## config.mk

```make
export PLATFORM = sky130hd
export DESIGN_NAME = jogo_genius_param_flat
export DESIGN_NICKNAME = d
export VERILOG_FILES = /design/src/rtl/jogo_genius_param_if.sv /design/src/rtl/jogo_genius_param.sv /design/src/flat_wrapper.sv
export SDC_FILE = /design/constraint.sdc
export NUM_CORES = 1
export LEC_CHECK = 0
export CORE_MARGIN = 2
export CORE_UTILIZATION = 45
export DETAILED_ROUTE_END_ITERATION = 8
export SYNTH_ARGS = -nofsm -noshare
export SYNTH_HDL_FRONTEND = slang
export SYNTH_SLANG_ARGS = --single-unit
```

## constraint.sdc

```tcl
create_clock -name clock -period 3.26 [get_ports clock]
set_clock_uncertainty 0.2 [all_clocks]
set_input_delay 0.652 -clock clock [delete_from_list [all_inputs] [get_ports clock]]
set_output_delay 0.652 -clock clock [all_outputs]
set_load 0.05 [all_outputs]
```

## src/rtl/jogo_genius_param_if.sv

```systemverilog
// Genius game pin bundle: player controls into the core, display and status back out.
// Pure wiring, no latency.
// No backpressure: buttons are sampled every cycle, status outputs are level-valid.
interface jogo_genius_param_if #(
    parameter int N_BOTOES = 4,
    parameter int W        = 4
);
    logic [N_BOTOES-1:0] botoes;
    logic                jogar;
    logic                modo;
    logic [N_BOTOES-1:0] leds;
    logic                ganhou;
    logic                perdeu;
    logic                pronto;
    logic                db_timeout;
    logic [3:0]          db_estado;
    logic [W-1:0]        db_rodada;
    logic [W-1:0]        db_jogada;

    // Player / test side: drives the controls, observes the game.
    modport master (
        output botoes, jogar, modo,
        input  leds, ganhou, perdeu, pronto, db_timeout, db_estado, db_rodada, db_jogada
    );

    // Game core side.
    modport slave (
        input  botoes, jogar, modo,
        output leds, ganhou, perdeu, pronto, db_timeout, db_estado, db_rodada, db_jogada
    );
endinterface

```

## src/rtl/jogo_genius_param.sv

```systemverilog
// Parameterised Genius (Simon) game: shows a growing one-hot sequence, checks the replay.
// Status outputs are one register stage after the state decision; leds are combinational.
// No backpressure: a play is a rising edge of "any button", held buttons never repeat.
module jogo_genius_param #(
    parameter int N_BOTOES     = 4,
    parameter int PROFUNDIDADE = 16,
    parameter int TIMEOUT      = 5000,
    parameter int T_LED        = 500,
    parameter int T_GAP        = 250,
    localparam int W           = $clog2(PROFUNDIDADE)
) (
    input  logic              clock,
    input  logic              reset,
    jogo_genius_param_if.slave io
);
    localparam int SW   = $clog2(N_BOTOES);
    localparam int MAXT = (TIMEOUT > T_LED) ? ((TIMEOUT > T_GAP) ? TIMEOUT : T_GAP)
                                            : ((T_LED > T_GAP) ? T_LED : T_GAP);
    localparam int CW   = $clog2(MAXT + 1);

    localparam logic [CW-1:0]       FIM_LED  = CW'(T_LED - 1);
    localparam logic [CW-1:0]       FIM_GAP  = CW'(T_GAP - 1);
    localparam logic [CW-1:0]       FIM_TOUT = CW'(TIMEOUT - 1);
    localparam logic [W-1:0]        R_MAX    = W'(PROFUNDIDADE - 1);
    localparam logic [N_BOTOES-1:0] UM       = N_BOTOES'(1);

    typedef enum logic [3:0] {
        ST_INICIAL        = 4'h0,
        ST_PREPARA        = 4'h1,
        ST_GERA           = 4'h2,
        ST_MOSTRA         = 4'h3,
        ST_INTERVALO      = 4'h4,
        ST_ESPERA         = 4'h5,
        ST_COMPARA        = 4'h6,
        ST_PROXIMA_JOGADA = 4'h7,
        ST_ESPERA_NOVA    = 4'h8,
        ST_GRAVA          = 4'h9,
        ST_PROXIMA_RODADA = 4'hA,
        ST_GANHOU         = 4'hB,
        ST_PERDEU         = 4'hC,
        ST_TIMEOUT        = 4'hD
    } estado_t;

    estado_t             estado;
    estado_t             prox;

    // Sequence memory: deliberately not reset, contents only matter once written.
    logic [N_BOTOES-1:0] mem [PROFUNDIDADE];

    logic [N_BOTOES-1:0] botoes_ant;
    logic [N_BOTOES-1:0] jogada;
    logic [SW-1:0]       sorteio;
    logic [W-1:0]        r;
    logic [W-1:0]        j;
    logic [W-1:0]        end_grava;
    logic [W-1:0]        db_jogada_q;
    logic [CW-1:0]       cont;
    logic                modo_reg;
    logic                primeira;
    logic                tem_jogada;
    logic                multipla;
    logic                errada;
    logic                ganhou_q;
    logic                perdeu_q;
    logic                pronto_q;
    logic                timeout_q;

    // Lowest set button index; a multi-button play still shows something sensible.
    function automatic logic [W-1:0] indice(input logic [N_BOTOES-1:0] v);
        logic [W-1:0] idx;
        idx = '0;
        for (int i = N_BOTOES - 1; i >= 0; i--) begin
            if (v[i]) idx = W'(i);
        end
        return idx;
    endfunction

    assign tem_jogada = (io.botoes != '0) && (botoes_ant == '0);
    assign multipla   = (io.botoes & (io.botoes - UM)) != '0;
    assign errada     = (jogada != mem[j]) || ((jogada & (jogada - UM)) != '0);
    assign end_grava  = primeira ? '0 : r + W'(1);

    // Next-state decision; the registered state and outputs are updated from it below.
    always_comb begin
        prox = estado;
        case (estado)
            ST_INICIAL:        if (io.jogar) prox = ST_PREPARA;
            ST_PREPARA:        prox = io.modo ? ST_ESPERA_NOVA : ST_GERA;
            ST_GERA:           prox = ST_MOSTRA;
            ST_MOSTRA:         if (cont == FIM_LED) prox = ST_INTERVALO;
            ST_INTERVALO:      if (cont == FIM_GAP) prox = (j == r) ? ST_ESPERA : ST_MOSTRA;
            ST_ESPERA: begin
                if (tem_jogada)            prox = ST_COMPARA;
                else if (cont == FIM_TOUT) prox = ST_TIMEOUT;
            end
            ST_COMPARA:        prox = errada ? ST_PERDEU : ST_PROXIMA_JOGADA;
            ST_PROXIMA_JOGADA: begin
                if (j != r)          prox = ST_ESPERA;
                else if (r == R_MAX) prox = ST_GANHOU;
                else if (modo_reg)   prox = ST_ESPERA_NOVA;
                else                 prox = ST_PROXIMA_RODADA;
            end
            ST_ESPERA_NOVA: begin
                if (tem_jogada)            prox = multipla ? ST_PERDEU : ST_GRAVA;
                else if (cont == FIM_TOUT) prox = ST_TIMEOUT;
            end
            ST_GRAVA:          prox = primeira ? ST_MOSTRA : ST_PROXIMA_RODADA;
            ST_PROXIMA_RODADA: prox = modo_reg ? ST_MOSTRA : ST_GERA;
            ST_GANHOU, ST_PERDEU, ST_TIMEOUT: if (io.jogar) prox = ST_PREPARA;
            default:           prox = ST_INICIAL;
        endcase
    end

    // State register, round/play indices, shared timer, sampled mode and registered status.
    always_ff @(posedge clock) begin
        if (!reset) begin
            estado      <= ST_INICIAL;
            sorteio     <= '0;
            botoes_ant  <= '0;
            jogada      <= '0;
            r           <= '0;
            j           <= '0;
            cont        <= '0;
            modo_reg    <= 1'b0;
            primeira    <= 1'b0;
            db_jogada_q <= '0;
            ganhou_q    <= 1'b0;
            perdeu_q    <= 1'b0;
            pronto_q    <= 1'b0;
            timeout_q   <= 1'b0;
        end else begin
            estado     <= prox;
            sorteio    <= sorteio + SW'(1);
            botoes_ant <= io.botoes;
            // One timer serves display, gap and idle timeout: it restarts on every state change.
            cont       <= (prox != estado) ? '0 : cont + CW'(1);
            case (estado)
                ST_PREPARA: begin
                    r           <= '0;
                    j           <= '0;
                    modo_reg    <= io.modo;
                    primeira    <= 1'b1;
                    db_jogada_q <= '0;
                end
                ST_GERA:           j <= '0;
                ST_INTERVALO: begin
                    if (prox == ST_MOSTRA)      j <= j + W'(1);
                    else if (prox == ST_ESPERA) j <= '0;
                end
                ST_ESPERA, ST_ESPERA_NOVA: begin
                    if (tem_jogada) begin
                        jogada      <= io.botoes;
                        db_jogada_q <= indice(io.botoes);
                    end
                end
                ST_PROXIMA_JOGADA: if (prox == ST_ESPERA) j <= j + W'(1);
                ST_GRAVA: begin
                    primeira <= 1'b0;
                    j        <= '0;
                end
                ST_PROXIMA_RODADA: begin
                    r <= r + W'(1);
                    j <= '0;
                end
                default: ;
            endcase
            ganhou_q  <= (prox == ST_GANHOU);
            perdeu_q  <= (prox == ST_PERDEU) || (prox == ST_TIMEOUT);
            timeout_q <= (prox == ST_TIMEOUT);
            pronto_q  <= (prox == ST_GANHOU) || (prox == ST_PERDEU) || (prox == ST_TIMEOUT);
        end
    end

    // Sequence writes: a fresh random entry in GERA, the player's new entry in GRAVA.
    always_ff @(posedge clock) begin
        if (reset) begin
            if (estado == ST_GERA)       mem[r]         <= UM << sorteio;
            else if (estado == ST_GRAVA) mem[end_grava] <= jogada;
        end
    end

    // Display mux: sequence while showing, dark in the gap, otherwise mirror the buttons.
    always_comb begin
        case (estado)
            ST_MOSTRA:    io.leds = mem[j];
            ST_INTERVALO: io.leds = '0;
            default:      io.leds = io.botoes;
        endcase
    end

    assign io.db_estado  = estado;
    assign io.db_rodada  = r;
    assign io.db_jogada  = db_jogada_q;
    assign io.ganhou     = ganhou_q;
    assign io.perdeu     = perdeu_q;
    assign io.pronto     = pronto_q;
    assign io.db_timeout = timeout_q;
endmodule

```

## src/flat_wrapper.sv

```systemverilog
// flat-port wrapper written by rule: the top's interface ports become plain ports
module jogo_genius_param_flat 
#(
    parameter int N_BOTOES     = 4,
    parameter int PROFUNDIDADE = 16,
    parameter int TIMEOUT      = 5000,
    parameter int T_LED        = 500,
    parameter int T_GAP        = 250,
    localparam int W           = $clog2(PROFUNDIDADE)
)
  (clock, reset, io_botoes, io_jogar, io_modo, io_leds, io_ganhou, io_perdeu, io_pronto, io_db_timeout, io_db_estado, io_db_rodada, io_db_jogada);
  jogo_genius_param_if #(.N_BOTOES(N_BOTOES)) io_i ();
  input  logic clock;
  input  logic reset;
  input wire logic [$bits(io_i.botoes)-1:0] io_botoes;
  input wire logic [$bits(io_i.jogar)-1:0] io_jogar;
  input wire logic [$bits(io_i.modo)-1:0] io_modo;
  output wire logic [$bits(io_i.leds)-1:0] io_leds;
  output wire logic [$bits(io_i.ganhou)-1:0] io_ganhou;
  output wire logic [$bits(io_i.perdeu)-1:0] io_perdeu;
  output wire logic [$bits(io_i.pronto)-1:0] io_pronto;
  output wire logic [$bits(io_i.db_timeout)-1:0] io_db_timeout;
  output wire logic [$bits(io_i.db_estado)-1:0] io_db_estado;
  output wire logic [$bits(io_i.db_rodada)-1:0] io_db_rodada;
  output wire logic [$bits(io_i.db_jogada)-1:0] io_db_jogada;
  assign io_i.botoes = io_botoes;
  assign io_i.jogar = io_jogar;
  assign io_i.modo = io_modo;
  assign io_leds = io_i.leds;
  assign io_ganhou = io_i.ganhou;
  assign io_perdeu = io_i.perdeu;
  assign io_pronto = io_i.pronto;
  assign io_db_timeout = io_i.db_timeout;
  assign io_db_estado = io_i.db_estado;
  assign io_db_rodada = io_i.db_rodada;
  assign io_db_jogada = io_i.db_jogada;
  jogo_genius_param #(.N_BOTOES(N_BOTOES), .PROFUNDIDADE(PROFUNDIDADE), .TIMEOUT(TIMEOUT), .T_LED(T_LED), .T_GAP(T_GAP)) u_core (.clock(clock), .reset(reset), .io(io_i));
endmodule
```

==> qor.txt, run 1 <==
Clk pin slew, worst setup/hold paths: 70 ps
Hold bufs inserted after CTS: 0
Post-synth EDFFs: 64
DIE HEIGHT: 114 um
Core area: 0.0119 mm^2
I/O pins: 28
Post-Syn Area: 0.00546 mm^2
Top flop regs: u_core.mem: 64 flops, u_core.cont: 13 flops
Die area: 0.0130 mm^2
Fraction of registers with async set or reset after synthesis: 0%
Max Freq: 319 MHz
Status: complete, no violations
Final min period: 3130 ps
Routed Antenna Nets: 0
Power density over the cells: 511 mW/mm^2
Synth cell types: 74
Layout area overhead: 16.4%
Vias per cell: 5.63
Mean Syn Cell Area: 10.8 um^2
Layout cell share with drive strength beyond 1: 16.6%
IO buf count: 25
P_leak: 2.20 nW
CP Max Fanout: 6
Max Cap Viol: 0
Worst vdd ir: 0.253 mV
Worst Path Arrival: 2280 ps
H-Tree Depth: 3
Final sum of negative setup slack: 0 ps
Starting Density: 45.9%
# rows: 40
Register area share after synthesis: 52.4%
GPL Wtd Cong: 0.853
Hold crit path type: reg2reg
Most frequent cells in the layout: nor2_1, edfxtp_1, dfxtp_1
Worst slew pin tran: 710 ps
Diodes inserted: 0
Setup violations, final: 0
Total GRT Usage: 20.9%
Worst setup SP type: register
Detailed Route WL: 12800 um
Setup CP Type: reg2out
Fillers: 1048
HP Start: u_core.sorteio[0]$_SDFF_PN0_
Synth warn: 0
Hold Path Depth: 1
Vias in the first global route: 3859
Post-synthesis register bit count: 111
Part of the cycle the worst path needs: 96.1%
Clk buf depth: 2
CTS Sinks: 111
GRT overflow: 0
Placed cells: 684
Finished Layout Cells: 700
Initial antenna violation count: 0
DRT Pass-1 Iters: 4
Clock root buffer master: clkbuf_16
# DRC: 0
Largest register FFs: 64
Clk Latency, worst-skew pair: 360 ps
Largest net degree at the start of global routing: 23
Fin nets: 564
First-pass GRT wire length: 20700 um
Detail Placement HPWL: 9390 um
Most used flip-flop cell after synthesis: edfxtp_1
1st-iter DRT viols: 290
Die X: 114 um
Final Max Slew Viols: 0
Post-Syn Instances: 507
Worst slew margin: 52.6%
Vias post-DR: 3943
Final hold vios: 0
Reg2reg path depth: 9
Cts bufs inserted: 9
Cts repair resizes: 1
Post-DR wirelength/cell: 18.3 um
Setup Fix Bufs, Post-CTS: 0
RSZ-0062 raised after global routing: false
CP Data Required Time: 2410 ps
CP endpoint kind: output pin
Largest reg by FF count: u_core.mem
CTS tree: yes
## cells by family after synthesis
kind of cell / count (synthesis) / share of synthesized area [%]
AND/OR/NAND/NOR: 192 / 17.5
multiplexers: 39 / 9.32
XOR/XNOR: 20 / 3.21
adder cells (fa/ha/maj): 9 / 2.02
other: 1 / 0.0686
buffers and inverters: 42 / 3.50
AO/OA/AOI/OAI: 93 / 12.0
flip-flops: 111 / 52.4
## Yosys cell counts, drive strengths merged (3+ instances only)
library cell  instances  area share, %
a211oi                3           0.41
a21oi                26            2.4
a22o                  4           0.64
and2                  6           0.69
and3                  3           0.34
buf                  14            1.5
clkbuf               14            1.0
dfxtp                47             17
edfxtp               64             35
ha                    8            1.8
inv                  14           0.96
mux2                 15            3.1
mux2i                16            2.9
mux4                  8            3.3
nand2                42            2.9
nand2b                4           0.46
nand3                18            1.6
nand3b                3           0.41
nand4                 6           0.69
nor2                 65            4.5
nor2b                 5           0.57
nor3                 12            1.1
nor3b                 3           0.41
nor4                  4           0.57
nor4b                 3           0.48
o211ai                5           0.69
o21a                  3           0.41
o21ai                17            1.8
o22ai                 6           0.69
or3                   5           0.57
xnor2                11            1.8
xor2                  9            1.4
## power breakdown
group          switching [mW]  internal [mW]
Sequential             0.0391           1.52
Clock                   0.521          0.590
Combinational           0.353          0.227
Total                   0.913           2.33
## final cells by class
type	instances	area [um^2]	area share [%]
Inverter	14	52.6	0.827
Clock buffer	12	267	4.19
Multi-Input combinational cell	355	2420	38.1
Clock inverter	4	35.0	0.551
Sequential cell	111	2870	45.1
Timing Repair Buffer	57	531	8.35
Tap cell	147	184	2.89
## layer usage
layer	up-vias	global-route usage, %	share of wire, %
met3	20	3.34	2.9
met2	69	34.7	49
met1	1908	26.9	45
li1	1946	-	-
met4	0	9.92	2.8
met5	-	0	0
## path summary, 6_finish.rpt
check	end	slack, ps
max	io_leds[2]	130
min	u_core.sorteio[0]$_SDFF_PN0_	270
max reg2reg	u_core.io.db_timeout$_SDFF_PN0_	210
min reg2reg	u_core.sorteio[0]$_SDFF_PN0_	270
## through the flow
stage / util (%) / hold slack [ps] / setup slack, ps / instance area [um^2] / power [mW]
after global routing: 53.4 / 302 / 9.54 / 6360 / 3.37
final: 53.4 / 271 / 129 / 6360 / 3.25
after CTS: 53.3 / 281 / 26.4 / 6350 / 3.27
after floorplan: - / 233 / 125 / 5470 / 1.96
after detailed placement: 50.8 / 264 / -56.2 / 6050 / 2.16
after global placement: 50.8 / 248 / -31.8 / 6050 / 2.16
## worst max-delay path, stage by stage, from the launching register on
cell	delay [ps]
dfxtp_1	440
buf_4	210
mux4_2	500
mux2i_1	140
mux2i_1	180
a22o_1	260
buf_4	190
No activity file was read; power rests on OpenSTA's default activity.
==> inputs of run 2 (changes only) <==
--- a/config.mk
+++ b/config.mk
@@ -7,6 +7,7 @@
 export LEC_CHECK = 0
 export CORE_MARGIN = 2
 export CORE_UTILIZATION = 45
+export CTS_CLUSTER_DIAMETER = 200
 export DETAILED_ROUTE_END_ITERATION = 8
 export SYNTH_ARGS = -nofsm -noshare
 export SYNTH_HDL_FRONTEND = slang
==> results of run 2 <==
Same layout as run 1: the final DEF is identical, and so are final timing and power.
==> inputs of run 3 (changes only) <==
--- a/config.mk
+++ b/config.mk
@@ -5,10 +5,12 @@
 export SDC_FILE = /design/constraint.sdc
 export NUM_CORES = 1
 export LEC_CHECK = 0
+export ABC_CLOCK_PERIOD_IN_PS = 3260
 export CORE_MARGIN = 2
 export CORE_UTILIZATION = 45
 export CTS_CLUSTER_DIAMETER = 200
 export DETAILED_ROUTE_END_ITERATION = 8
+export DONT_BUFFER_PORTS = 1
 export SYNTH_ARGS = -nofsm -noshare
 export SYNTH_HDL_FRONTEND = slang
 export SYNTH_SLANG_ARGS = --single-unit
==> run 3 against run 2 <==
  * Core utilization is 2.8 points lower
  * First-iteration DRC count up 1.0%
  * Clock power about the same
  * Total power decreased by 3.5%
  * Worst setup slack improved by 25 ps
  * Count of clock-buffer cells in the layout grew 1
  * Cell area decreased by 5.3%
  * Die area stayed put
  * Critical path depth is 1 lower
  * Fmax grew 0.80%
  * Routed wire length decreased by 3.2%
  * Register-to-register slack better by 100 ps
  * Critical path type unchanged
  * Largest power group unchanged
==> qor.txt, run 3 (same netlist as run 1, synthesis figures left out) <==
Vias in the first global route: 3902 (+1.1%)
Worst path cell trace: buf_4, mux4_2, mux2i_1, mux2i_1, a22o_2
Worst hold endpoint: u_core.botoes_ant[0]$_SDFF_PN0_
Largest register FFs: 64 (unchanged)
Die X: 114 um (unchanged)
Total GRT Usage: 20.4% (-0.52 points)
Min Hold Slack: 218 ps (-52.6 ps)
DIE HEIGHT: 114 um (unchanged)
DRT Pass-1 Iters: 4 (unchanged)
Reg2reg path depth: 8 (-1)
Worst path depth: 5 (-1)
Setup Fix Bufs, Post-CTS: 0 (unchanged)
Clock root buffer master: clkbuf_16
Top flop regs: u_core.mem: 64 flops, u_core.cont: 13 flops
1st-iter DRT viols: 293 (+1.0%)
Detailed Route WL: 12400 um (-3.2%)
Power Internal: 2.28 mW (-2.5%)
First-pass GRT wire length: 20400 um (-1.4%)
Most frequent cells in the layout: nor2_1, edfxtp_1, dfxtp_1
Critical path's top delay family: multiplexers
Worst vdd ir: 0.238 mV (-6.0%)
CP peak stage delay: 500 ps (about the same)
Core area: 0.0119 mm^2 (unchanged)
Cts bufs inserted: 9 (unchanged)
I/O pins: 28 (unchanged)
Hold bufs inserted after CTS: 0 (unchanged)
Part of the cycle the worst path needs: 95.3% (-0.76 points)
Largest net degree at the start of global routing: 23 (unchanged)
CP Data Required Time: 2410 ps (about the same)
Routed Antenna Nets: 0 (unchanged)
Initial antenna violation count: 0 (unchanged)
Power density over the cells: 521 mW/mm^2 (+1.9%)
Max Cap Viol: 0 (unchanged)
Worst reg-to-reg setup slack: 310 ps (+100 ps)
Clk buf depth: 2 (unchanged)
CTS tree: yes
Worst setup SP type: register
Final sum of negative setup slack: 0 ps (unchanged)
Slowest library cell on the worst path: mux4_2
GPL Wtd Cong: 0.908 (+6.4%)
Starting Density: 45.9% (unchanged)
P_leak: 2.05 nW (-6.8%)
Detail Placement HPWL: 9040 um (-3.7%)
CTS Sinks: 111 (unchanged)
Final instance area: 0.00602 mm^2 (-5.3%)
Finished Layout Cells: 667 (-4.7%)
Layout area overhead: 10.1%
Clk pin slew, worst setup/hold paths: 80 ps (about the same)
RSZ-0062 raised after global routing: false
Reg2reg start: u_core.cont[9]$_SDFF_PP0_
Fillers: 1112 (+6.1%)
Diodes inserted: 0 (unchanged)
Status: complete, no violations
CP most frequent cell: mux2i_1
Comb power frac: 15.7% (-2.1 points)
Cts repair resizes: 0 (-1)
Hold Path Depth: 1 (unchanged)
Clk Latency, worst-skew pair: 350 ps (about the same)
IO buf count: 0 (-100%)
Clock Power Share: 34.4% (+0.2 points)
# DRC: 0 (unchanged)
Worst slew margin: 57.3% (+4.8 points)
Die area: 0.0130 mm^2 (unchanged)
Crit path buf inv count: 1 (-1)
Post-DR wirelength/cell: 18.6 um (+1.6%)
Hold crit path type: in2reg
Final hold vios: 0 (unchanged)
Largest reg by FF count: u_core.mem
Max Freq: 322 MHz (+0.80%)
Setup violations, final: 0 (unchanged)
Placed cells: 651 (-4.8%)
H-Tree Depth: 3 (unchanged)
Worst slew pin tran: 635 ps (-75.0 ps)
# rows: 40 (unchanged)
Final Max Slew Viols: 0 (unchanged)
Fin nets: 531 (-5.9%)
Sw Share: 27.3% (-0.78 points)
GRT overflow: 0 (unchanged)
Final min period: 3110 ps (-24.8 ps)
Vias post-DR: 3844 (-2.5%)
HP Start: io_botoes[0]
Sequential power share: 49.9% (+2.0 points)
Net Sw Power: 857 uW (-6.2%)
Worst Path Arrival: 2250 ps (-30 ps)
Layout cell share with drive strength beyond 1: 15.0% (-1.6 points)
CP Max Fanout: 6 (unchanged)
Setup CP Type: reg2out
CP endpoint kind: output pin
FF-to-FF End: u_core.cont[4]$_SDFF_PP0_
Vias per cell: 5.76 (+2.3%)
DP Area: 0.00571 mm^2 (-5.6%)
## run 3: cell types whose count changed in the layout (fill, tap and decap cells not counted), sizes merged
cell	before	now
clkdlybuf4s50	21	0
buf	36	24
clkbuf	12	13
inv	16	15
## run 3: metal layers
layer	vias up	wire length (um)	global-route usage, %
met3	16	457	5.08
met2	83	6220	35.2
met1	1861	5520	25.1
met5	-	0	0
li1	1884	-	-
met4	0	226	6.75
## run 3: how the worst max path moves through the flow
stage / to / slack [ps]
CTS: io_leds[2] / 60
global route: io_leds[2] / 20
floorplan: io_leds[1] / 130
finish: io_leds[2] / 150
global placement: u_core.cont[2]$_SDFF_PP0_ / 340
detailed placement: u_core.cont[3]$_SDFF_PP0_ / 220
## run 3: cell type report
type	instances	area [um^2]	area share, %
multi-input combinational	355	2430	40.4
clock buffer	13	272	4.51
timing repair buffer	24	193	3.20
clock inverter	3	23.8	0.395
sequential	111	2860	47.6
inverter	14	52.6	0.873
tap	147	184	3.06
## run 3: metrics by stage
stage | util [%] | setup WS (ps) | power (mW)
after CTS | 50.4 | 61.8 | 3.15
final | 50.5 | 153 | 3.13
after detailed placement | 47.9 | 225 | 2.08
after global routing | 50.5 | 19.1 | 3.27
after floorplan | - | 125 | 1.96
after global placement | 47.9 | 340 | 2.07
## run 3: power by group through the flow
stage / Combinational [mW] / Sequential [mW] / Clock [mW]
2_1_floorplan: 0.359 / 1.60 / 0
3_3_place_gp: 0.482 / 1.59 / 0
3_5_place_dp: 0.488 / 1.59 / 0
4_1_cts: 0.490 / 1.56 / 1.10
5_1_grt: 0.541 / 1.57 / 1.16
6_report: 0.491 / 1.56 / 1.08
## run 3: worst register-to-register path, stage by stage, from the launching register on
cell	delay [ps]
dfxtp_1	370
or3_1	410
or4_4	510
or3_1	360
nand4_1	240
xnor2_1	150
nand3_1	90
a211o_2	430
nor2_1	140
